`src/rtl/lsu_pkg.sv`:
```
//------------------------------------------------------------------------------
// Module : lsu_pkg
// Brief  : Shared size encodings, FSM state type and alignment helper for the
//          load/store memory stage.
// Rev    : 1.0  initial release
//------------------------------------------------------------------------------
`default_nettype none

package lsu_pkg;

  localparam logic [1:0] SZ_B = 2'd0;
  localparam logic [1:0] SZ_H = 2'd1;
  localparam logic [1:0] SZ_W = 2'd2;

  typedef enum logic [1:0] {
    IDLE = 2'd0,
    REQ  = 2'd1,
    WAIT = 2'd2,
    DONE = 2'd3
  } state_e;

  // Size encoding 3 is treated as a word, same as SZ_W.
  function automatic logic lsu_misaligned(input logic [1:0] size, input logic [1:0] addr_lo);
    if (size == SZ_B) begin
      return 1'b0;
    end else if (size == SZ_H) begin
      return addr_lo[0];
    end else begin
      return (addr_lo != 2'b00);
    end
  endfunction

endpackage

`default_nettype wire

```
`src/rtl/lsu_mem_stage_if.sv`:
```
//------------------------------------------------------------------------------
// Module : lsu_mem_stage_if
// Brief  : Upstream, data-memory and writeback signals of the memory stage.
// Rev    : 1.0  initial release
//------------------------------------------------------------------------------
`default_nettype none

interface lsu_mem_stage_if #(
  parameter int XLEN = 32
);
  logic            in_valid;
  logic            in_ready;
  logic            in_is_load;
  logic            in_is_store;
  logic [2:0]      in_funct3;
  logic [XLEN-1:0] in_alu_res;
  logic [XLEN-1:0] in_rs2;
  logic            mem_req;
  logic            mem_we;
  logic [XLEN-1:0] mem_addr;
  logic [XLEN-1:0] mem_wdata;
  logic [3:0]      mem_be;
  logic            mem_gnt;
  logic            mem_rvalid;
  logic [XLEN-1:0] mem_rdata;
  logic            out_valid;
  logic            out_ready;
  logic [XLEN-1:0] out_data;
  logic            out_exc;

  // The stage masters the memory bus; the environment is the slave side.
  modport master (
    input  in_valid, in_is_load, in_is_store, in_funct3, in_alu_res, in_rs2,
    input  mem_gnt, mem_rvalid, mem_rdata, out_ready,
    output in_ready, mem_req, mem_we, mem_addr, mem_wdata, mem_be,
    output out_valid, out_data, out_exc
  );

  modport slave (
    output in_valid, in_is_load, in_is_store, in_funct3, in_alu_res, in_rs2,
    output mem_gnt, mem_rvalid, mem_rdata, out_ready,
    input  in_ready, mem_req, mem_we, mem_addr, mem_wdata, mem_be,
    input  out_valid, out_data, out_exc
  );
endinterface

`default_nettype wire

```
`src/rtl/lsu_load_align.sv`:
```
//------------------------------------------------------------------------------
// Module : lsu_load_align
// Brief  : Combinational load lane select with sign/zero extension.
// Rev    : 1.0  initial release
//------------------------------------------------------------------------------
`default_nettype none

module lsu_load_align
  import lsu_pkg::*;
(
  input  logic [31:0] rdata_i,
  input  logic [1:0]  addr_lo_i,
  input  logic [2:0]  funct3_i,
  output logic [31:0] data_o
);

  logic [7:0]  w_byte;
  logic [15:0] w_half;
  logic        w_sext;

  always_comb begin
    case (addr_lo_i)
      2'd0:    w_byte = rdata_i[7:0];
      2'd1:    w_byte = rdata_i[15:8];
      2'd2:    w_byte = rdata_i[23:16];
      default: w_byte = rdata_i[31:24];
    endcase
    w_half = addr_lo_i[1] ? rdata_i[31:16] : rdata_i[15:0];
    w_sext = ~funct3_i[2];

    case (funct3_i[1:0])
      SZ_B:    data_o = {{24{w_sext & w_byte[7]}}, w_byte};
      SZ_H:    data_o = {{16{w_sext & w_half[15]}}, w_half};
      default: data_o = rdata_i;
    endcase
  end

endmodule

`default_nettype wire

```
`src/rtl/lsu_mem_stage.sv`:
```
//------------------------------------------------------------------------------
// Module : lsu_mem_stage
// Brief  : Memory-access stage: issues loads/stores on a req/gnt/rvalid bus and
//          returns an aligned, extended writeback value under valid/ready.
//          Define LSU_MISALIGN_TRAP_EN to trap misaligned accesses.
// Rev    : 1.0  initial release
//------------------------------------------------------------------------------
`default_nettype none

module lsu_mem_stage
  import lsu_pkg::*;
#(
  parameter int XLEN = 32
) (
  input  logic           clk,
  input  logic           rst,
  lsu_mem_stage_if.master bus
);

  state_e          state_q, state_d;
  logic            is_load_q, is_store_q;
  logic [2:0]      funct3_q;
  logic [XLEN-1:0] addr_q, rs2_q, out_data_q;
  logic            out_exc_q;
  logic            w_is_ls;
  logic            w_trap;
  logic [XLEN-1:0] w_load_data;

  assign w_is_ls = bus.in_is_load | bus.in_is_store;

`ifdef LSU_MISALIGN_TRAP_EN
  assign w_trap = w_is_ls & lsu_misaligned(bus.in_funct3[1:0], bus.in_alu_res[1:0]);
`else
  // Low address bits below the access size are simply dropped downstream.
  assign w_trap = 1'b0;
`endif

  lsu_load_align u_load_align (
    .rdata_i   (bus.mem_rdata),
    .addr_lo_i (addr_q[1:0]),
    .funct3_i  (funct3_q),
    .data_o    (w_load_data)
  );

  always_ff @(posedge clk or posedge rst) begin
    if (rst) begin
      state_q <= IDLE;
    end else begin
      state_q <= state_d;
    end
  end

  always_comb begin
    state_d = state_q;
    case (state_q)
      IDLE: if (bus.in_valid) state_d = (w_is_ls && !w_trap) ? REQ : DONE;
      REQ:  if (bus.mem_gnt) state_d = is_store_q ? DONE : WAIT;
      WAIT: if (bus.mem_rvalid) state_d = DONE;
      DONE: if (bus.out_ready) state_d = IDLE;
      default: state_d = IDLE;
    endcase
  end

  always_comb begin
    bus.in_ready  = (state_q == IDLE);
    bus.mem_req   = (state_q == REQ);
    bus.out_valid = (state_q == DONE);
    bus.mem_we    = is_store_q;
    bus.mem_addr  = {addr_q[XLEN-1:2], 2'b00};
    bus.mem_be    = 4'h0;
    bus.mem_wdata = '0;
    if (is_store_q) begin
      case (funct3_q[1:0])
        SZ_B: begin
          bus.mem_be    = 4'b0001 << addr_q[1:0];
          bus.mem_wdata = {4{rs2_q[7:0]}};
        end
        SZ_H: begin
          bus.mem_be    = 4'b0011 << {addr_q[1], 1'b0};
          bus.mem_wdata = {2{rs2_q[15:0]}};
        end
        default: begin
          bus.mem_be    = 4'hF;
          bus.mem_wdata = rs2_q;
        end
      endcase
    end else if (is_load_q) begin
      bus.mem_be = 4'hF;
    end
    bus.out_data = out_data_q;
    bus.out_exc  = out_exc_q;
  end

  // out_data_q preloads the ALU result: final for pass-through and traps,
  // overwritten later for memory accesses.
  always_ff @(posedge clk or posedge rst) begin
    if (rst) begin
      is_load_q  <= 1'b0;
      is_store_q <= 1'b0;
      funct3_q   <= '0;
      addr_q     <= '0;
      rs2_q      <= '0;
      out_data_q <= '0;
      out_exc_q  <= 1'b0;
    end else begin
      case (state_q)
        IDLE: if (bus.in_valid) begin
          is_load_q  <= bus.in_is_load;
          is_store_q <= bus.in_is_store;
          funct3_q   <= bus.in_funct3;
          addr_q     <= bus.in_alu_res;
          rs2_q      <= bus.in_rs2;
          out_data_q <= bus.in_alu_res;
          out_exc_q  <= w_trap;
        end
        REQ:  if (bus.mem_gnt && is_store_q) out_data_q <= '0;
        WAIT: if (bus.mem_rvalid) out_data_q <= w_load_data;
        default: ;
      endcase
    end
  end

endmodule

`default_nettype wire
```
`src/flat_wrapper.sv`:
```
// flat-port wrapper written by rule: the top's interface ports become plain ports
module lsu_mem_stage_flat import lsu_pkg::*;
#(
  parameter int XLEN = 32
)
  (clk, rst, bus_in_valid, bus_in_is_load, bus_in_is_store, bus_in_funct3, bus_in_alu_res, bus_in_rs2, bus_mem_gnt, bus_mem_rvalid, bus_mem_rdata, bus_out_ready, bus_in_ready, bus_mem_req, bus_mem_we, bus_mem_addr, bus_mem_wdata, bus_mem_be, bus_out_valid, bus_out_data, bus_out_exc);
  lsu_mem_stage_if #(.XLEN(XLEN)) bus_i ();
  input  logic clk;
  input  logic rst;
  input wire logic [$bits(bus_i.in_valid)-1:0] bus_in_valid;
  input wire logic [$bits(bus_i.in_is_load)-1:0] bus_in_is_load;
  input wire logic [$bits(bus_i.in_is_store)-1:0] bus_in_is_store;
  input wire logic [$bits(bus_i.in_funct3)-1:0] bus_in_funct3;
  input wire logic [$bits(bus_i.in_alu_res)-1:0] bus_in_alu_res;
  input wire logic [$bits(bus_i.in_rs2)-1:0] bus_in_rs2;
  input wire logic [$bits(bus_i.mem_gnt)-1:0] bus_mem_gnt;
  input wire logic [$bits(bus_i.mem_rvalid)-1:0] bus_mem_rvalid;
  input wire logic [$bits(bus_i.mem_rdata)-1:0] bus_mem_rdata;
  input wire logic [$bits(bus_i.out_ready)-1:0] bus_out_ready;
  output wire logic [$bits(bus_i.in_ready)-1:0] bus_in_ready;
  output wire logic [$bits(bus_i.mem_req)-1:0] bus_mem_req;
  output wire logic [$bits(bus_i.mem_we)-1:0] bus_mem_we;
  output wire logic [$bits(bus_i.mem_addr)-1:0] bus_mem_addr;
  output wire logic [$bits(bus_i.mem_wdata)-1:0] bus_mem_wdata;
  output wire logic [$bits(bus_i.mem_be)-1:0] bus_mem_be;
  output wire logic [$bits(bus_i.out_valid)-1:0] bus_out_valid;
  output wire logic [$bits(bus_i.out_data)-1:0] bus_out_data;
  output wire logic [$bits(bus_i.out_exc)-1:0] bus_out_exc;
  assign bus_i.in_valid = bus_in_valid;
  assign bus_i.in_is_load = bus_in_is_load;
  assign bus_i.in_is_store = bus_in_is_store;
  assign bus_i.in_funct3 = bus_in_funct3;
  assign bus_i.in_alu_res = bus_in_alu_res;
  assign bus_i.in_rs2 = bus_in_rs2;
  assign bus_i.mem_gnt = bus_mem_gnt;
  assign bus_i.mem_rvalid = bus_mem_rvalid;
  assign bus_i.mem_rdata = bus_mem_rdata;
  assign bus_i.out_ready = bus_out_ready;
  assign bus_in_ready = bus_i.in_ready;
  assign bus_mem_req = bus_i.mem_req;
  assign bus_mem_we = bus_i.mem_we;
  assign bus_mem_addr = bus_i.mem_addr;
  assign bus_mem_wdata = bus_i.mem_wdata;
  assign bus_mem_be = bus_i.mem_be;
  assign bus_out_valid = bus_i.out_valid;
  assign bus_out_data = bus_i.out_data;
  assign bus_out_exc = bus_i.out_exc;
  lsu_mem_stage #(.XLEN(XLEN)) u_core (.clk(clk), .rst(rst), .bus(bus_i));
endmodule
```
`config.mk`:
```
export PLATFORM = sky130hd
export DESIGN_NAME = lsu_mem_stage_flat
export DESIGN_NICKNAME = d
export VERILOG_FILES = /design/src/rtl/lsu_pkg.sv /design/src/rtl/lsu_mem_stage_if.sv /design/src/rtl/lsu_load_align.sv /design/src/rtl/lsu_mem_stage.sv /design/src/flat_wrapper.sv
export SDC_FILE = /design/constraint.sdc
export NUM_CORES = 1
export LEC_CHECK = 0
export ABC_AREA = 1
export BUFFER_PORTS_ARGS = -buffer_cell sky130_fd_sc_hd__buf_2
export CORE_MARGIN = 3
export CORE_UTILIZATION = 48
export CTS_BUF_LIST = sky130_fd_sc_hd__clkbuf_8
export CTS_CLUSTER_SIZE = 14
export DETAILED_ROUTE_END_ITERATION = 7
export GPL_ROUTABILITY_DRIVEN = 0
export GPL_TIMING_DRIVEN = 0
export MAX_ROUTING_LAYER = met4
export PLACE_DENSITY = 0.78
export SYNTH_ARGS = -nofsm -noshare
export SYNTH_HDL_FRONTEND = slang
export SYNTH_SLANG_ARGS = --single-unit
export TNS_END_PERCENT = 1
```
`constraint.sdc`:
```
create_clock -name clk -period 7.49 [get_ports clk]
set_input_delay 1.498 -clock clk [delete_from_list [all_inputs] [get_ports clk]]
set_output_delay 1.498 -clock clk [all_outputs]
set_load 0.02 [all_outputs]
```
==> load_flow_metrics.sql <==
INSERT INTO impl_metrics (metric_group, metric, value, unit) VALUES
('run_status', 'outcome', 'complete, no violations', ''),
('setup_path', 'critical_path_peak_fanout', '8', ''),
('floorplan', 'placement_rows', '39', ''),
('floorplan', 'die_y', '115', 'um'),
('logic_synthesis', 'post_synth_inst_count', '720', ''),
('min_path', 'worst_hold_startpoint', 'u_core.addr_q[25]', ''),
('logic_synthesis', 'synth.most_common_cell', 'sky130_fd_sc_hd__nand2_1', ''),
('logic_synthesis', 'synth.distinct_cells', '29', ''),
('routing', 'antenna_violating_nets_post_route', '0', ''),
('logic_synthesis', 'syn_area_per_cell', '7.95', 'um2'),
('sta', 'fmax', '280', 'MHz'),
('setup_path', 'critical-path-top-cell-by-count', 'sky130_fd_sc_hd__nor2_1', ''),
('grt', 'gr-usage-all-layers', '26.5', '%'),
('sta', 'final-max-slew-violation-count', '0', ''),
('sta', 'timing.final.crit_share', '47.7', '%'),
('logic_synthesis', 'synth_edf_count', '0', ''),
('sta', 'slew_headroom', '58.7', '%'),
('logic_synthesis', 'seq_area_frac_synth', '45.0', '%'),
('routing', 'vias_per_cell', '5.14', ''),
('place', 'buffer_ports.inserted', '208', ''),
('routing', 'route.detailed.drc', '0', ''),
('pwr', 'power.density_cell_area', '505', 'nW/um2'),
('sta', 'rsz0062_at_grt', 'no', ''),
('clocking', 'tritoncts.num_buffers', '9', ''),
('routing', 'detail_route.wl_per_cell', '15.7', 'um'),
('finish', 'synthToLayoutAreaGrowth', '25.2', '%'),
('clocking', 'cts_setup_buffers', '0', ''),
('clocking', 'cts.clk_slew.worst_paths', '0.11', 'ns'),
('sta', 'setup_violations', '0', ''),
('finish', 'layout.cell_area.non_filler', '7170', 'um2'),
('floorplan', 'fp.dieW', '115', 'um'),
('floorplan', 'fp.coreArea', '11500', 'um2'),
('clocking', 'cts_repair_resize_count', '0', ''),
('floorplan', 'fp.dieArea', '13300', 'um2'),
('clocking', 'h_tree_lvl_count', '3', ''),
('routing', 'drt_pass1_iterations', '6', ''),
('setup_path', 'arrival', '2.07', 'ns'),
('pwr', 'power.static_leakage', '3.80', 'nW'),
('grt', 'grt_pass1_wl', '26.6', 'mm'),
('setup_path', 'critPathLaunchType', 'register', ''),
('grt', 'grt.overflow.total', '0', ''),
('floorplan', 'io_pins', '212', ''),
('sta', 'worst_pin_slew', '0.620', 'ns'),
('logic_synthesis', 'synth_area_leaders', 'sky130_fd_sc_hd__dfrtp_1, sky130_fd_sc_hd__nand2_1, sky130_fd_sc_hd__nor2_1, sky130_fd_sc_hd__o21ai_0, sky130_fd_sc_hd__a21oi_1', ''),
('sta', 'fin_skew', '0.0164', 'ns'),
('setup_path', 'delay_of_the_slowest_cell_on_the_worst_path', '0.46', 'ns'),
('setup_path', 'critPathRequiredTime', '5.99', 'ns'),
('logic_synthesis', 'yosys_warnings', '0', ''),
('logic_synthesis', 'postSynth.asyncResetShare', '100', '%'),
('setup_path', 'crit_start', 'u_core.addr_q[0]', ''),
('sta', 'period_minus_slack', '3.57', 'ns'),
('setup_path', 'setup.worst_path.class', 'register to output port', ''),
('pwr', 'power.ir.vdd_worst', '230', 'uV'),
('clocking', 'cts-hold-fix-buffers', '0', ''),
('setup_path', 'timing.critical_path.slowest_stage_cell', 'sky130_fd_sc_hd__dfrtp_1', ''),
('clocking', 'cts_tree', 'yes', ''),
('setup_path', 'critical_path.n_buffers_inverters', '2', ''),
('place', 'placed_area', '6980', 'um2'),
('logic_synthesis', 'ys_seq_elements', '103', ''),
('finish', 'fillCellCount', '1108', ''),
('setup_path', 'critical_path.cell_chain', 'nand2_1, inv_1, nor2_1, nor2_1, o21ai_0, buf_2', ''),
('logic_synthesis', 'ys_top_cells_by_count', 'sky130_fd_sc_hd__nand2_1, sky130_fd_sc_hd__nor2_1, sky130_fd_sc_hd__dfrtp_1', ''),
('setup_path', 'critical_path.endpoint_type', 'output port', ''),
('logic_synthesis', 'post_synth_instance_area', '5730', 'um2'),
('clocking', 'cts.sinks', '103', ''),
('logic_synthesis', 'synthFlopType', 'sky130_fd_sc_hd__dfrtp_1', ''),
('logic_synthesis', 'synth_top_area_share', '45.0', '%'),
('floorplan', 'initial_core_utilization', '49.7', '%'),
('grt', 'grt_max_degree', '58', ''),
('min_path', 'holdCritPathClass', 'register to register', ''),
('clocking', 'clk_path_buf_depth', '2', '');
-- kinds of logic (layout without fill, tap and decap cells) --
kind of cell	count (synthesis)	count (layout)	synth area share, %
flops	103	103	45.0
compound gates	180	180	17.7
other cells	1	6	0.0655
buf+inv	148	373	13.0
fa+ha+maj	4	4	0.874
mux	25	25	4.92
simple gates	259	259	18.5
-- cell usage in the layout, fill, tap and decap left out, types with 5 or more instances in the layout --
cell	Yosys	layout
sky130_fd_sc_hd__buf_2	17	225
sky130_fd_sc_hd__mux2_2	25	25
sky130_fd_sc_hd__nand2_1	115	115
sky130_fd_sc_hd__o21ai_0	67	67
sky130_fd_sc_hd__clkbuf_1	16	16
sky130_fd_sc_hd__nand3_1	23	23
sky130_fd_sc_hd__o22ai_1	9	9
sky130_fd_sc_hd__buf_6	5	5
sky130_fd_sc_hd__o21a_1	32	32
sky130_fd_sc_hd__buf_4	34	34
sky130_fd_sc_hd__dfrtp_1	103	103
sky130_fd_sc_hd__a21oi_1	65	65
sky130_fd_sc_hd__nor2_1	111	111
sky130_fd_sc_hd__clkbuf_8	0	9
sky130_fd_sc_hd__inv_1	72	72
-- through the flow --
step	util, %	hold WS, ns	power, W	setup WS (ns)	cells
finish	62.3	0.497	0.00362	3.92	1093
global route	62.3	0.521	0.00391	3.74	1093
CTS	62.2	0.499	0.00362	3.97	1090
detailed placement	60.6	0.474	0.00328	4.38	1074
global placement	60.4	0.467	0.00324	2.04	1073
floorplan	-	0.454	0.00260	3.29	722
-- where the power goes --
group / leakage, nW / total (W) / switching [W] / internal, W
Combinational: 2.48 / 0.00228 / 0.00142 / 0.000859
Clock: 0.0896 / 0.000336 / 0.000210 / 0.000125
Sequential: 1.22 / 0.00101 / 0.000167 / 0.000841
Total: 3.80 / 0.00362 / 0.00180 / 0.00183
-- sequential cells by signal (all words and copies together), names as in the netlist --
| signal | flops |
|---|---|
| u_core.addr_q | 32 |
| u_core.bus.mem_we | 1 |
| u_core.bus.out_data | 32 |
| u_core.funct3_q | 3 |
| u_core.is_load_q | 1 |
| u_core.rs2_q | 32 |
| u_core.state_q | 2 |
-- final cells by class --
| type | instances | area, um2 | share of cell area (%) |
|---|---|---|---|
| Clock buffer | 9 | 124 | 1.73 |
| Multi-Input combinational cell | 471 | 2410 | 33.7 |
| Clock inverter | 7 | 56.3 | 0.785 |
| Inverter | 74 | 280 | 3.91 |
| Buffer | 74 | 464 | 6.47 |
| Antenna cell | 3 | 7.51 | 0.105 |
| Timing Repair Buffer | 209 | 1070 | 14.9 |
| Tap cell | 143 | 179 | 2.50 |
| Sequential cell | 103 | 2580 | 35.9 |
-- worst register-to-register path: stages (launching register included) --
cell and delay (ns):
sky130_fd_sc_hd__dfrtp_1 0.42, sky130_fd_sc_hd__inv_1 0.10, sky130_fd_sc_hd__ha_1 0.29, sky130_fd_sc_hd__buf_2 0.19, sky130_fd_sc_hd__nand2_1 0.28, sky130_fd_sc_hd__clkbuf_1 0.43
sky130_fd_sc_hd__a21oi_1 0.09, sky130_fd_sc_hd__nand2_1 0.13, sky130_fd_sc_hd__a21oi_1 0.07
-- metal layers --
layer	global-route usage (%)	wire [um]	vias up	part of all wire [%]
li1	-	-	2739	-
met2	40.7	7950	229	46
met4	9.23	607	0	3.5
met1	34.9	7480	2605	44
met3	5.68	1150	47	6.7
met5	-	0	-	0
-- final timing paths --
path	slack [ns]	end	cells after the start
max reg2reg	5.39	u_core.bus.out_data[10]	8
min	0.50	u_core.addr_q[25]	2
min reg2reg	0.50	u_core.addr_q[25]	2
max in group asynchronous	5.60	u_core.state_q[1]	3
min in group asynchronous	1.20	u_core.addr_q[2]	2
max	3.92	bus_mem_be[0]	6
Power figures use the tool's default switching activity.
